`config.mk`:
```
export PLATFORM = sky130hd
export DESIGN_NAME = onewire_tx_arbiter_flat
export DESIGN_NICKNAME = d
export VERILOG_FILES = /design/src/rtl/onewire_pkg.sv /design/src/rtl/onewire_tx_arbiter_if.sv /design/src/rtl/onewire_rr_pick.sv /design/src/rtl/onewire_tx_arbiter.sv /design/src/flat_wrapper.sv
export SDC_FILE = /design/constraint.sdc
export NUM_CORES = 1
export LEC_CHECK = 0
export BUFFER_PORTS_ARGS = -buffer_cell sky130_fd_sc_hd__buf_2
export CELL_PAD_IN_SITES_DETAIL_PLACEMENT = 1
export CELL_PAD_IN_SITES_GLOBAL_PLACEMENT = 1
export CORE_ASPECT_RATIO = 0.8
export CORE_MARGIN = 10
export CORE_UTILIZATION = 29
export CTS_BUF_LIST = sky130_fd_sc_hd__clkbuf_16
export DETAILED_ROUTE_END_ITERATION = 8
export GPL_ROUTABILITY_DRIVEN = 0
export PLACE_DENSITY_LB_ADDON = 0.1
export SETUP_SLACK_MARGIN = 0.3
export SLEW_MARGIN = 10
export SYNTH_ARGS = -nofsm -noshare
export SYNTH_HDL_FRONTEND = slang
export SYNTH_SLANG_ARGS = --single-unit
export TNS_END_PERCENT = 20
```
`constraint.sdc`:
```
create_clock -name clk -period 3.23 [get_ports clk]
set_clock_uncertainty 0.2 [all_clocks]
set_input_delay 0.8075 -clock clk [delete_from_list [all_inputs] [get_ports clk]]
set_output_delay 0.8075 -clock clk [all_outputs]
set_load 0.05 [all_outputs]
```
`src/rtl/onewire_pkg.sv`:
```
// Shared types and constants for the one-wire transmit arbiter:
// FSM state encoding, payload width and the grant-index width helper.
package onewire_pkg;

  localparam int ONEWIRE_DATA_W = 56;

  typedef enum logic [1:0] {
    ST_IDLE      = 2'd0,
    ST_START     = 2'd1,
    ST_WAIT_DONE = 2'd2,
    ST_RELEASE   = 2'd3
  } state_t;

  // Width of a requester index; never below one bit.
  function automatic int grant_w(input int n);
    return (n > 1) ? $clog2(n) : 1;
  endfunction

endpackage

```
`src/rtl/onewire_tx_arbiter_if.sv`:
```
// Requester-side and transmitter-side signals of the one-wire transmit arbiter.
// slave = arbiter view, master = requesters plus transmitter view.
interface onewire_tx_arbiter_if #(
  parameter int NUM_REQ = 4
);
  import onewire_pkg::*;

  localparam int GW = grant_w(NUM_REQ);

  logic [NUM_REQ-1:0]                i_req;
  logic [NUM_REQ*ONEWIRE_DATA_W-1:0] i_req_data;
  logic [NUM_REQ-1:0]                o_ack;
  logic [NUM_REQ-1:0]                o_done;
  logic [NUM_REQ-1:0]                o_err;
  logic [ONEWIRE_DATA_W-1:0]         o_tx_data;
  logic                              o_tx_start;
  logic                              i_tx_busy;
  logic                              i_tx_done;
  logic                              o_busy;
  logic [GW-1:0]                     o_grant_id;

  modport slave (
    input  i_req, i_req_data, i_tx_busy, i_tx_done,
    output o_ack, o_done, o_err, o_tx_data, o_tx_start, o_busy, o_grant_id
  );

  modport master (
    output i_req, i_req_data, i_tx_busy, i_tx_done,
    input  o_ack, o_done, o_err, o_tx_data, o_tx_start, o_busy, o_grant_id
  );

endinterface

```
`src/rtl/onewire_rr_pick.sv`:
```
// Combinational round-robin picker: the first requester found searching upward
// from last_grant+1 (with wrap-around) wins.
module onewire_rr_pick #(
  parameter int NUM_REQ = 4,
  parameter int GW      = 2
) (
  input  logic [NUM_REQ-1:0] req,
  input  logic [GW-1:0]      last_grant,
  output logic               valid,
  output logic [GW-1:0]      winner
);

  logic [GW-1:0] idx;

  // NOTE: every output of a combinational block gets a default first; a path that skips an assignment would infer a latch.
  always_comb begin
    valid  = 1'b0;
    winner = '0;
    idx    = '0;
    // Scan from the farthest offset down to the nearest, so the nearest hit overwrites.
    for (int off = NUM_REQ; off >= 1; off--) begin
      idx = GW'((int'(last_grant) + off) % NUM_REQ);
      if (req[idx]) begin
        valid  = 1'b1;
        winner = idx;
      end
    end
  end

endmodule

```
`src/rtl/onewire_tx_arbiter.sv`:
```
// Round-robin arbiter granting NUM_REQ requesters access to one one-wire transmitter.
// Optional watchdog: define ONEWIRE_ARB_TIMEOUT_EN to abort frames after TIMEOUT_CYCLES.
module onewire_tx_arbiter #(
  parameter int NUM_REQ        = 4,
  parameter int TIMEOUT_CYCLES = 100000
) (
  input logic                 clk,
  input logic                 reset,
  onewire_tx_arbiter_if.slave bus
);
  import onewire_pkg::*;

  localparam int GW = grant_w(NUM_REQ);

  state_t                    state, state_nxt;
  logic                      pick, pick_valid, timeout, err_flag, tx_start;
  logic [GW-1:0]             pick_id, grant_id, last_grant;
  logic [NUM_REQ-1:0]        ack_q, pick_onehot, grant_onehot, done_vec;
  logic [ONEWIRE_DATA_W-1:0] tx_data, pick_data;

  onewire_rr_pick #(.NUM_REQ(NUM_REQ), .GW(GW)) u_pick (
    .req        (bus.i_req),
    .last_grant (last_grant),
    .valid      (pick_valid),
    .winner     (pick_id)
  );

  // NOTE: clocked state is updated with non-blocking assignments only, so every flop samples pre-edge values.
  always_ff @(posedge clk) begin
    if (reset) state <= ST_IDLE;
    else       state <= state_nxt;
  end

  always_comb begin
    state_nxt = state;
    pick      = 1'b0;
    case (state)
      ST_IDLE: begin
        if (pick_valid) begin
          pick      = 1'b1;
          state_nxt = ST_START;
        end
      end
      // A done pulse before busy was ever seen still completes the frame.
      ST_START: begin
        if (bus.i_tx_done || timeout) state_nxt = ST_RELEASE;
        else if (bus.i_tx_busy)       state_nxt = ST_WAIT_DONE;
      end
      ST_WAIT_DONE: begin
        if (bus.i_tx_done || timeout) state_nxt = ST_RELEASE;
      end
      ST_RELEASE: state_nxt = ST_IDLE;
      default:    state_nxt = ST_IDLE;
    endcase
  end

  always_comb begin
    pick_onehot          = '0;
    pick_onehot[pick_id] = 1'b1;
    grant_onehot           = '0;
    grant_onehot[grant_id] = 1'b1;
    pick_data = '0;
    for (int k = 0; k < NUM_REQ; k++) begin
      if (pick_id == GW'(k)) pick_data = bus.i_req_data[k*ONEWIRE_DATA_W +: ONEWIRE_DATA_W];
    end
  end

  always_ff @(posedge clk) begin
    if (reset) begin
      ack_q      <= '0;
      tx_start   <= 1'b0;
      tx_data    <= '0;
      grant_id   <= '0;
      last_grant <= GW'(NUM_REQ - 1);
    end else begin
      ack_q    <= pick ? pick_onehot : '0;
      tx_start <= (state_nxt == ST_START);
      if (pick) begin
        tx_data  <= pick_data;
        grant_id <= pick_id;
      end
      if (state == ST_RELEASE) last_grant <= grant_id;
    end
  end

`ifdef ONEWIRE_ARB_TIMEOUT_EN
  localparam int CW = $clog2(TIMEOUT_CYCLES + 1);

  logic [CW-1:0]      wd_cnt;
  logic [NUM_REQ-1:0] err_vec;

  always_ff @(posedge clk) begin
    if (reset)                                            wd_cnt <= '0;
    else if (pick)                                        wd_cnt <= '0;
    else if (state == ST_START || state == ST_WAIT_DONE) wd_cnt <= wd_cnt + 1'b1;
  end

  // Fires on the edge where the count reaches the limit: RELEASE lands TIMEOUT_CYCLES+1 cycles after the pick.
  assign timeout = (state == ST_START || state == ST_WAIT_DONE) &&
                   (wd_cnt == CW'(TIMEOUT_CYCLES - 1));

  // A done pulse coinciding with the timeout is recorded as a success.
  always_ff @(posedge clk) begin
    if (reset)                                               err_flag <= 1'b0;
    else if (state != ST_RELEASE && state_nxt == ST_RELEASE) err_flag <= ~bus.i_tx_done;
  end

  assign err_vec   = (state == ST_RELEASE && err_flag) ? grant_onehot : '0;
  assign bus.o_err = err_vec;
`else
  logic unused_timeout;

  assign timeout        = 1'b0;
  assign err_flag       = 1'b0;
  assign bus.o_err      = '0;
  assign unused_timeout = (TIMEOUT_CYCLES > 0);
`endif

  assign done_vec = (state == ST_RELEASE && !err_flag) ? grant_onehot : '0;

  assign bus.o_ack      = ack_q;
  assign bus.o_done     = done_vec;
  assign bus.o_tx_data  = tx_data;
  assign bus.o_tx_start = tx_start;
  assign bus.o_busy     = (state != ST_IDLE);
  assign bus.o_grant_id = grant_id;

endmodule
```
`src/flat_wrapper.sv`:
```
// flat-port wrapper written by rule: the top's interface ports become plain ports
module onewire_tx_arbiter_flat import onewire_pkg::*;
#(
  parameter int NUM_REQ        = 4,
  parameter int TIMEOUT_CYCLES = 100000
)
  (clk, reset, bus_i_req, bus_i_req_data, bus_i_tx_busy, bus_i_tx_done, bus_o_ack, bus_o_done, bus_o_err, bus_o_tx_data, bus_o_tx_start, bus_o_busy, bus_o_grant_id);
  onewire_tx_arbiter_if #(.NUM_REQ(NUM_REQ)) bus_i ();
  input logic clk;
  input logic reset;
  input wire logic [$bits(bus_i.i_req)-1:0] bus_i_req;
  input wire logic [$bits(bus_i.i_req_data)-1:0] bus_i_req_data;
  input wire logic [$bits(bus_i.i_tx_busy)-1:0] bus_i_tx_busy;
  input wire logic [$bits(bus_i.i_tx_done)-1:0] bus_i_tx_done;
  output wire logic [$bits(bus_i.o_ack)-1:0] bus_o_ack;
  output wire logic [$bits(bus_i.o_done)-1:0] bus_o_done;
  output wire logic [$bits(bus_i.o_err)-1:0] bus_o_err;
  output wire logic [$bits(bus_i.o_tx_data)-1:0] bus_o_tx_data;
  output wire logic [$bits(bus_i.o_tx_start)-1:0] bus_o_tx_start;
  output wire logic [$bits(bus_i.o_busy)-1:0] bus_o_busy;
  output wire logic [$bits(bus_i.o_grant_id)-1:0] bus_o_grant_id;
  assign bus_i.i_req = bus_i_req;
  assign bus_i.i_req_data = bus_i_req_data;
  assign bus_i.i_tx_busy = bus_i_tx_busy;
  assign bus_i.i_tx_done = bus_i_tx_done;
  assign bus_o_ack = bus_i.o_ack;
  assign bus_o_done = bus_i.o_done;
  assign bus_o_err = bus_i.o_err;
  assign bus_o_tx_data = bus_i.o_tx_data;
  assign bus_o_tx_start = bus_i.o_tx_start;
  assign bus_o_busy = bus_i.o_busy;
  assign bus_o_grant_id = bus_i.o_grant_id;
  onewire_tx_arbiter #(.NUM_REQ(NUM_REQ), .TIMEOUT_CYCLES(TIMEOUT_CYCLES)) u_core (.clk(clk), .reset(reset), .bus(bus_i));
endmodule
```
=== Word level (Yosys, flattened, before mapping) ===
Index checks and enable logic that the tools add are counted.

* Word-level logic and storage cells: 64
* Bits in read-only memories: 0
* Input port bits: 232
* Bits in latches: 0
* Register bits: 67
* Memories kept: 0
* RAM bits: 0
* Output and inout port bits: 72

* Bitwise operators: 1
* Div/mod/pow operators: 0
* Multipliers: 0
* Add/sub/neg operators: 4
* Reduce and logical (&&, ||, !) cells: 6
* Shift-type cells: 0
* $lt $le $gt $ge: 8
* Equal/unequal tests: 7
* Muxes and demuxes: 32

{| class="wikitable"
|+ Operators with widths
! operator !! number
|-
| $mux 56 || 4
|-
| $lt 2x3->1 const B || 6
|-
| $mux 2 || 8
|-
| $mux 1 || 12
|-
| $bmux 1 s2 || 4
|-
| $eq 2x2->1 const B || 4
|-
| $pmux 2 s4 || 1
|-
| $eq 2x1->1 const B || 3
|-
| $add 2x1->2 const B || 2
|-
| $add 2x2->2 const B || 2
|-
| $demux 1 s2 || 2
|-
| $ge 2x1->1 const B || 2
|-
| $logic_not 2->1 || 2
|-
| $mux 4 || 1
|-
| $logic_and 1x1->1 || 2
|-
| $reduce_bool 2->1 || 1
|-
| $reduce_or 2->1 || 1
|-
| $not 1->1 || 1
|}

=== Longest topological paths before layout ===
Gate-level depths: netlist of run 1.

* Depth after elaboration: 12
* Gate-level depth with buffers: 9

=== Hierarchy ===
From an unflattened synthesis of run 1, not the netlist that was laid out.

* Cells, all modules: 259
* Area total of the unflattened synthesis: 3691.0 µm²

{| class="wikitable"
|+ By module, submodules not included
! module !! area an instance (µm²) !! cells an instance !! times used
|-
| onewire_tx_arbiter || 3599.7 || 245 || 1
|-
| onewire_rr_pick || 91.3 || 14 || 1
|}

=== Worst setup path after synthesis of run 1 ===
No wires, ideal clock.

* Kind: register to output
* From: reg u_core.grant_id[1], in the netlist u_core.bus.o_grant_id[1]
* To: out bus_o_done[2]
* Setup slack: 313 ps
* Stages on the path, launching flop included: 2
* Path buffers: 0
* Arrival: 1909 ps
* Path through: dfxtp_1 > nor3b_1

* Cells in the longest elaborated chain, start to end: 5
* Elaborated cells between the ends (all ways): 6

{| class="wikitable"
|+ Ends and longest elaborated chain
! what !! line !! text
|-
| from (decl) || onewire_tx_arbiter.sv:17 || <nowiki>logic [GW-1:0] pick_id, grant_id, last_grant;</nowiki>
|-
| from (signal assigned) || onewire_tx_arbiter.sv:80 || <nowiki>grant_id <= pick_id;</nowiki>
|-
| $lt 2x3->1 (not written as such) / $ge 2x1->1 (equally long branches) || onewire_tx_arbiter.sv:61 || <nowiki>grant_onehot[grant_id] = 1'b1;</nowiki>
|-
| $logic_and 1x1->1 (not written as such) || onewire_tx_arbiter.sv:61 ||
|-
| $mux 1 (not written as such) || onewire_tx_arbiter.sv:61 ||
|-
| $demux 1 s2 (*) || -- ||
|-
| $mux 4 (*) || onewire_tx_arbiter.sv:119 || <nowiki>assign done_vec = (state == ST_RELEASE && !err_flag) ? grant_onehot : '0;</nowiki>
|-
| to (decl) || flat_wrapper.sv:16 || <nowiki>output wire logic [$bits(bus_i.o_done)-1:0] bus_o_done;</nowiki>
|}

Every way passes the cells marked *; elsewhere a longest branch is shown, timed or not.

=== Final worst setup path of run 1 ===
* From: reg u_core.state[0]
* To: out bus_o_done[2]

* Cells in the longest elaborated chain, start to end: 2

{| class="wikitable"
|+ Ends and longest elaborated chain
! what !! line !! text
|-
| from (decl) || onewire_tx_arbiter.sv:15 || <nowiki>state_t state, state_nxt;</nowiki>
|-
| from (signal assigned) || onewire_tx_arbiter.sv:31 || <nowiki>else state <= state_nxt;</nowiki>
|-
| $eq 2x2->1 || onewire_tx_arbiter.sv:119 ||
|-
| $mux 4 || onewire_tx_arbiter.sv:119 ||
|}

Every way passes these cells.

==> flow_summary.yaml, run 1 <==
hold_path:
  hold_path_class: "reg2reg"
logic_synthesis:
  syn-cell-area_um2: 3800
  seq_area_frac_synth_pct: 35.3
  synthFlopType: "dfxtp_1"
  synth-async-reset-ratio_pct: 0
  synthCells: 384
  ys_ff_latch: 67
  synth_cell_types: 30
  avgSynthCellArea_um2: 9.91
  synth_edf_count: 0
  yosysWarnings: 0
timing:
  slew_headroom_pct: 62.8
  finalCritPeriodShare_pct: 75.3
  tns_ns: 0
  rsz0062_at_grt: "false"
  report.final.slew_viol_count: 0
  min_period_ns: 2.43
  fmax_mhz: 411
  tightest_slew_ns: 0.558
  setup_slack_ns: 0.797
  setup_violations: 0
  hold_viol: 0
route:
  drtIter0Drc: 138
  drt_pass1_iterations: 4
  wire_per_inst_um: 20.2
  drc: 0
  drt.antenna.violating_nets: 0
  via_per_inst: 4.82
  vias: 4124
  drt-total-wl_mm: 17.2
clock_network:
  cts_tree: "yes"
  cts_made_buffers: 9
  clock_sinks: 67
  clk_latency_ns: 0.32
  clkTransAtPathRegs_ns: 0.05
  cts-resized-gates: 0
  clock_path_buffers: 2
  htreeDepth: 3
  clockRootBuffer: "clkbuf_16"
  ctsHoldBuffers: 0
  postCtsSetupBuffers: 0
global_route:
  use_met2_pct: 32.7
  grtUsageTotal_pct: 17.9
  grt_pass1_vias: 4634
  use_met3_pct: 8.20
  grt.met1_usage_pct: 18.3
  grt-ovfl-total: 0
  grt_pass1_wl_mm: 25.8
  grt_max_degree: 57
  grt-busiest-layer: "met2"
  antenna_found_initial: 2
power_and_ir_drop:
  peakVddDrop_v: 0.000276
  powerDensity_nw_per_um2: 576
  comb_power_share_pct: 38.2
  netSwitchingPower_mw: 1.29
  seq_power_share_pct: 30.8
  p_int_mw: 2.04
  clkPwrFrac_pct: 31.0
  power_leakage_nw: 2.75
  swShare_pct: 38.7
placement:
  hpwl_mm: 14.2
  portBuffers: 299
  place_ws_ns: 0.450
finish:
  n_fill_cell: 1595
  drive_gt1_share_pct: 51.8
  area.growth.synth_to_final_pct: 51.9
  layout_commonest_cell: "buf_2"
  layout_common_cells: "buf_2 (299), mux2i_1 (113), dfxtp_1 (67)"
  nets: 905
outcome:
  outcome: "finished, final reports clean"
floorplan:
  start_util_pct: 29.6
  die-height_um: 122
  die_w_um: 148
  core_area_um2: 12900
  fp-row-count: 37
  dieArea_um2: 18100
  io_pins: 304
flow_run:
  cap_violations: 0
setup_path:
  end_kind: "primary output"
  cp_slowest_stage_delay_ns: 0.45
  critical_path_buf_inv_count: 1
  crit_family: "flip-flops"
  start_kind: "flip-flop"
  crit_path_top_delay_cell: "dfxtp_1"
  crit_arrival_ns: 1.43
  crit_chain: "nand2_1, nor3b_1, buf_2"
  required_ns: 2.22
  path_class: "reg2out"
  worstPathMaxFanout: 8
==> layout make-up <==
class	count	area [um2]	area share [%]
Clock inverter	7	83.8	1.45
Clock buffer	9	225	3.90
Tap cell	175	219	3.79
Inverter	4	15.0	0.260
Antenna cell	2	5.00	0.0866
Timing Repair Buffer	313	1640	28.4
Sequential cell	67	1340	23.2
Multi-Input combinational cell	278	2250	38.9
==> per-layer routing <==
metal,share of wire (%),up-vias
met5,0,-
met4,1.5,0
met3,9.4,19
met2,51,177
met1,38,1916
li1,-,2012
==> tightest hold or removal path, cell delays in order (launching register included) <==
cell	delay [ns]
dfxtp_1	0.32
nand2_1	0.05
o221ai_1	0.06
==> cells in the mapped netlist, drive strengths merged (2+ instances only) <==
cell type,instances,area (um2)
inv,4,15.0
dfxtp,67,1340
nand2,64,240
a21oi,5,25.0
buf,26,178
clkbuf,12,45.0
and2,2,12.5
o21ai,3,15.0
a211o,2,17.5
nor2b,3,18.8
nor3,2,10.0
o221ai,56,616
and3,2,12.5
mux2i,113,1130
a31oi,2,12.5
nor2,10,37.5
==> logic make-up after synthesis <==
kind of cell	synth area share [%]
AND/OR/NAND/NOR	9.87
AO/OA/AOI/OAI	18.8
flip-flops	35.3
other	0.0986
buffers and inverters	6.25
multiplexers	29.7
==> sequential cells by signal, indices dropped and copies added (netlist names) <==
register,cells
u_core.bus.o_tx_data,56
u_core.bus.o_ack,4
u_core.bus.o_grant_id,2
u_core.last_grant,2
u_core.state,2
u_core.bus.o_tx_start,1
==> per-stage QoR <==
| step | cells | utilization, % | power [mW] | cell area (um2) | hold slack (ns) |
|---|---|---|---|---|---|
| floorplan | 387 | - | 1.92 | 3820 | 0.282 |
| global placement | 837 | 42.5 | 2.31 | 5470 | 0.238 |
| detailed placement | 837 | 42.5 | 2.33 | 5470 | 0.243 |
| CTS | 853 | 44.9 | 3.37 | 5770 | 0.264 |
| global route | 854 | 44.9 | 3.49 | 5780 | 0.283 |
| finish | 855 | 44.9 | 3.33 | 5780 | 0.260 |
==> power groups by stage <==
stage / sequential, mW / combinational, mW / clock (mW)
floorplan: 1.46 / 0.461 / 0
global placement: 1.04 / 1.27 / 0
detailed placement: 1.04 / 1.29 / 0
CTS: 1.03 / 1.29 / 1.06
global route: 1.04 / 1.36 / 1.09
finish: 1.03 / 1.27 / 1.03
==> final timing paths <==
check / start / endpoint / slack, ns / cells past startpoint
min: u_core.bus.o_tx_data[15]$_SDFFE_PP0N_ / u_core.bus.o_tx_data[15]$_SDFFE_PP0N_ / 0.26 / 2
max: u_core.state[0]$_SDFF_PP0_ / bus_o_done[2] / 0.80 / 3
min reg2reg: u_core.bus.o_tx_data[15]$_SDFFE_PP0N_ / u_core.bus.o_tx_data[15]$_SDFFE_PP0N_ / 0.26 / 2
max reg2reg: u_core.last_grant[1]$_SDFFE_PP1P_ / u_core.bus.o_tx_data[22]$_SDFFE_PP0N_ / 0.93 / 6
Power figures use the tool's default switching activity.
==> run 2: changes to the inputs <==
Settings changed: ABC_AREA from default to 1, CORE_UTILIZATION 29 to 28.
Clock period 3.23 ns to 2.3 ns, I/O delays scaled along.
==> run 2 against run 1 <==
  * Total power up 110%
  * Count of clock-buffer cells in the layout unchanged
  * Final cell count up 58%
  * Register-to-register slack worse by 0.89 ns
  * Global-route usage up 1.8 points
  * Synthesized cell count up 110%
  * Sequential share of layout area down 6.1 points
  * Highest routed layer is now met5
  * Sequential cell count unchanged
  * Via count up 60%
  * Critical path depth up 11
  * Worst hold slack worse by 0.0024 ns
  * Setup slack worse by 0.76 ns
==> flow_summary.yaml, run 2 <==
clock_network:
  cts_made_buffers: 9
  cts_tree: "yes"
  clock_path_buffers: 2
  clock_sinks: 67
  clockRootBuffer: "clkbuf_16"
  clkTransAtPathRegs_ns: 0.06
  ctsHoldBuffers: 0
  clk_latency_ns: 0.34
  htreeDepth: 3
logic_synthesis:
  synth_edf_count: 0
  avgSynthCellArea_um2: 6.25
  yosysWarnings: 0
  synthTopCellsByArea: "dfxtp_1 (27%), nand2_1 (16%), nand3_1 (11%)"
  yosysTopAreaCell: "dfxtp_1"
  synth_cell_types: 31
  synthCells: 802
  syn-cell-area_um2: 5010
  synth-async-reset-ratio_pct: 0
  synth_common_cells: "nand2_1 (215), nand3_1 (113), dfxtp_1 (67), a21oi_1 (56), inv_1 (47)"
  synthFlopType: "dfxtp_1"
  seq_area_frac_synth_pct: 26.8
  ys_ff_latch: 67
  synth_top_area_share_pct: 26.8
  synth.most_common_cell: "nand2_1"
finish:
  n_fill_cell: 2359
  layout.area.seq_um2: 1360
  stdcell_count: 1353
  final_cell_area_um2: 7930
  area.growth.synth_to_final_pct: 58.2
  largest_register_ff_count: 56
  layout_common_cells: "buf_2 (296), nand2_1 (191), nand3_1 (107)"
  multi_input_area_um2: 3130
  nets: 1353
  drive_gt1_share_pct: 40.8
  layout_commonest_cell: "buf_2"
placement:
  place_ws_ns: -0.186
  placedCellCount: 1316
  hpwl_mm: 19.1
  portBuffers: 299
  place_area_um2: 7090
global_route:
  grt_pass1_wl_mm: 37.6
  antenna_found_initial: 6
  grt-ovfl-total: 0
  grt_pass1_vias: 6756
  grt_max_degree: 38
  grtUsageTotal_pct: 19.7
setup_path:
  worstPathMaxFanout: 25
  start_kind: "flip-flop"
  path_class: "reg2reg"
  crit_arrival_ns: 2.33
  end_kind: "flip-flop"
  required_ns: 2.37
route:
  vias: 6604
  drt-total-wl_mm: 24.9
  drt_pass1_iterations: 4
  wire_per_inst_um: 18.4
  drc: 0
  drtIter0Drc: 274
  drt.antenna.violating_nets: 0
  via_per_inst: 4.88
power_and_ir_drop:
  power_leakage_nw: 4.19
  total_power_mw: 7.10
  powerDensity_nw_per_um2: 895
  peakVddDrop_v: 0.000312
timing:
  finalCritPeriodShare_pct: 98.4
  setup_slack_ns: 0.0368
  min_period_ns: 2.26
  report.final.slew_viol_count: 0
  rsz0062_at_grt: "true"
  whs_ns: 0.258
  setup_violations: 0
  fmax_mhz: 442
  hold_viol: 0
outcome:
  outcome: "finished, final reports clean"
floorplan:
  start_util_pct: 28.7
  fp-row-count: 43
  die_w_um: 170
  io_pins: 304
  dieArea_um2: 23700
  core_area_um2: 17400
  die-height_um: 140
flow_run:
  cap_violations: 0
hold_path:
  hold_path_class: "reg2reg"
-- run 2: changes by cell type in the layout (fill, tap and decap cells not counted), sizes merged, moves of 42 or more --
cell,delta
buf,+58
mux2i,-113
nand3,+114
nand3b,+42
inv,+58
o221ai,-56
nand4,+42
nand2,+156
o21bai,+43
a21oi,+51
-- run 2: worst max-delay path: stages, from the launching register on --
cell and delay, ns:
dfxtp_4 0.37, buf_8 0.14, o21ai_4 0.17, nand2_2 0.09, buf_4 0.14, nand2_2 0.06, nand3_2 0.06, nand2_2 0.08
nand2_4 0.09, buf_12 0.17, buf_12 0.17, o21bai_1 0.15, nand3_1 0.09, nand2_1 0.06, a21oi_1 0.11
-- run 2: logic make-up after synthesis --
| kind of cell | count (synthesis) | share of synthesized area (%) |
|---|---|---|
| compound gates | 125 | 14.8 |
| buf+inv | 163 | 15.5 |
| flops | 67 | 26.8 |
| other cells | 1 | 0.0749 |
| simple gates | 446 | 42.9 |
-- run 2: routing by layer --
| layer | GRT usage (%) | share of wire, % | vias to the layer above |
|---|---|---|---|
| met2 | 33.6 | 49 | 181 |
| li1 | - | - | 3275 |
| met4 | 3.76 | 0.80 | 6 |
| met3 | 7.68 | 7.7 | 22 |
| met5 | 0 | 0.12 | - |
| met1 | 22.7 | 43 | 3120 |
-- run 2: stage by stage --
stage	TNS, ns	util [%]
6_report	0	45.5
5_1_grt	-1.79	45.5
4_1_cts	0	43.6
3_5_place_dp	-7.07	40.7
3_3_place_gp	-5.12	40.7
2_1_floorplan	0	-
-- run 2: cell type report --
cell class / instances / area share, %
diodes: 3 / 0.0947
clock buffers: 9 / 2.84
clock inverters: 6 / 0.947
inverters: 92 / 4.64
multi-input cells: 576 / 39.5
flip-flops and latches: 67 / 17.1
well taps: 225 / 3.55
repair buffers: 375 / 31.3
-- run 2: worst paths after layout --
kind         slack [ns]                                     to                                  start  cells past startpoint
max                0.04  u_core.bus.o_tx_data[17]$_SDFFE_PP0N_      u_core.last_grant[0]$_SDFFE_PP1P_                     14
max reg2reg        0.04  u_core.bus.o_tx_data[17]$_SDFFE_PP0N_      u_core.last_grant[0]$_SDFFE_PP1P_                     14
min reg2reg        0.26  u_core.bus.o_tx_data[21]$_SDFFE_PP0N_  u_core.bus.o_tx_data[21]$_SDFFE_PP0N_                      2
min                0.26  u_core.bus.o_tx_data[21]$_SDFFE_PP0N_  u_core.bus.o_tx_data[21]$_SDFFE_PP0N_                      2
-- run 2: report_power, final --
part	internal, mW	total (mW)	switching (mW)
combinational	1.54	4.12	2.58
sequential	1.40	1.53	0.130
clock	0.928	1.45	0.526
-- run 2: what timing repair did --
item | 4_1_cts | 5_1_grt
gates cloned | 2 | 3
resized for setup | 25 | 67
setup buffers | 8 | 6
setup endpoints to repair | 69 | 69
pin swaps | 8 | 32
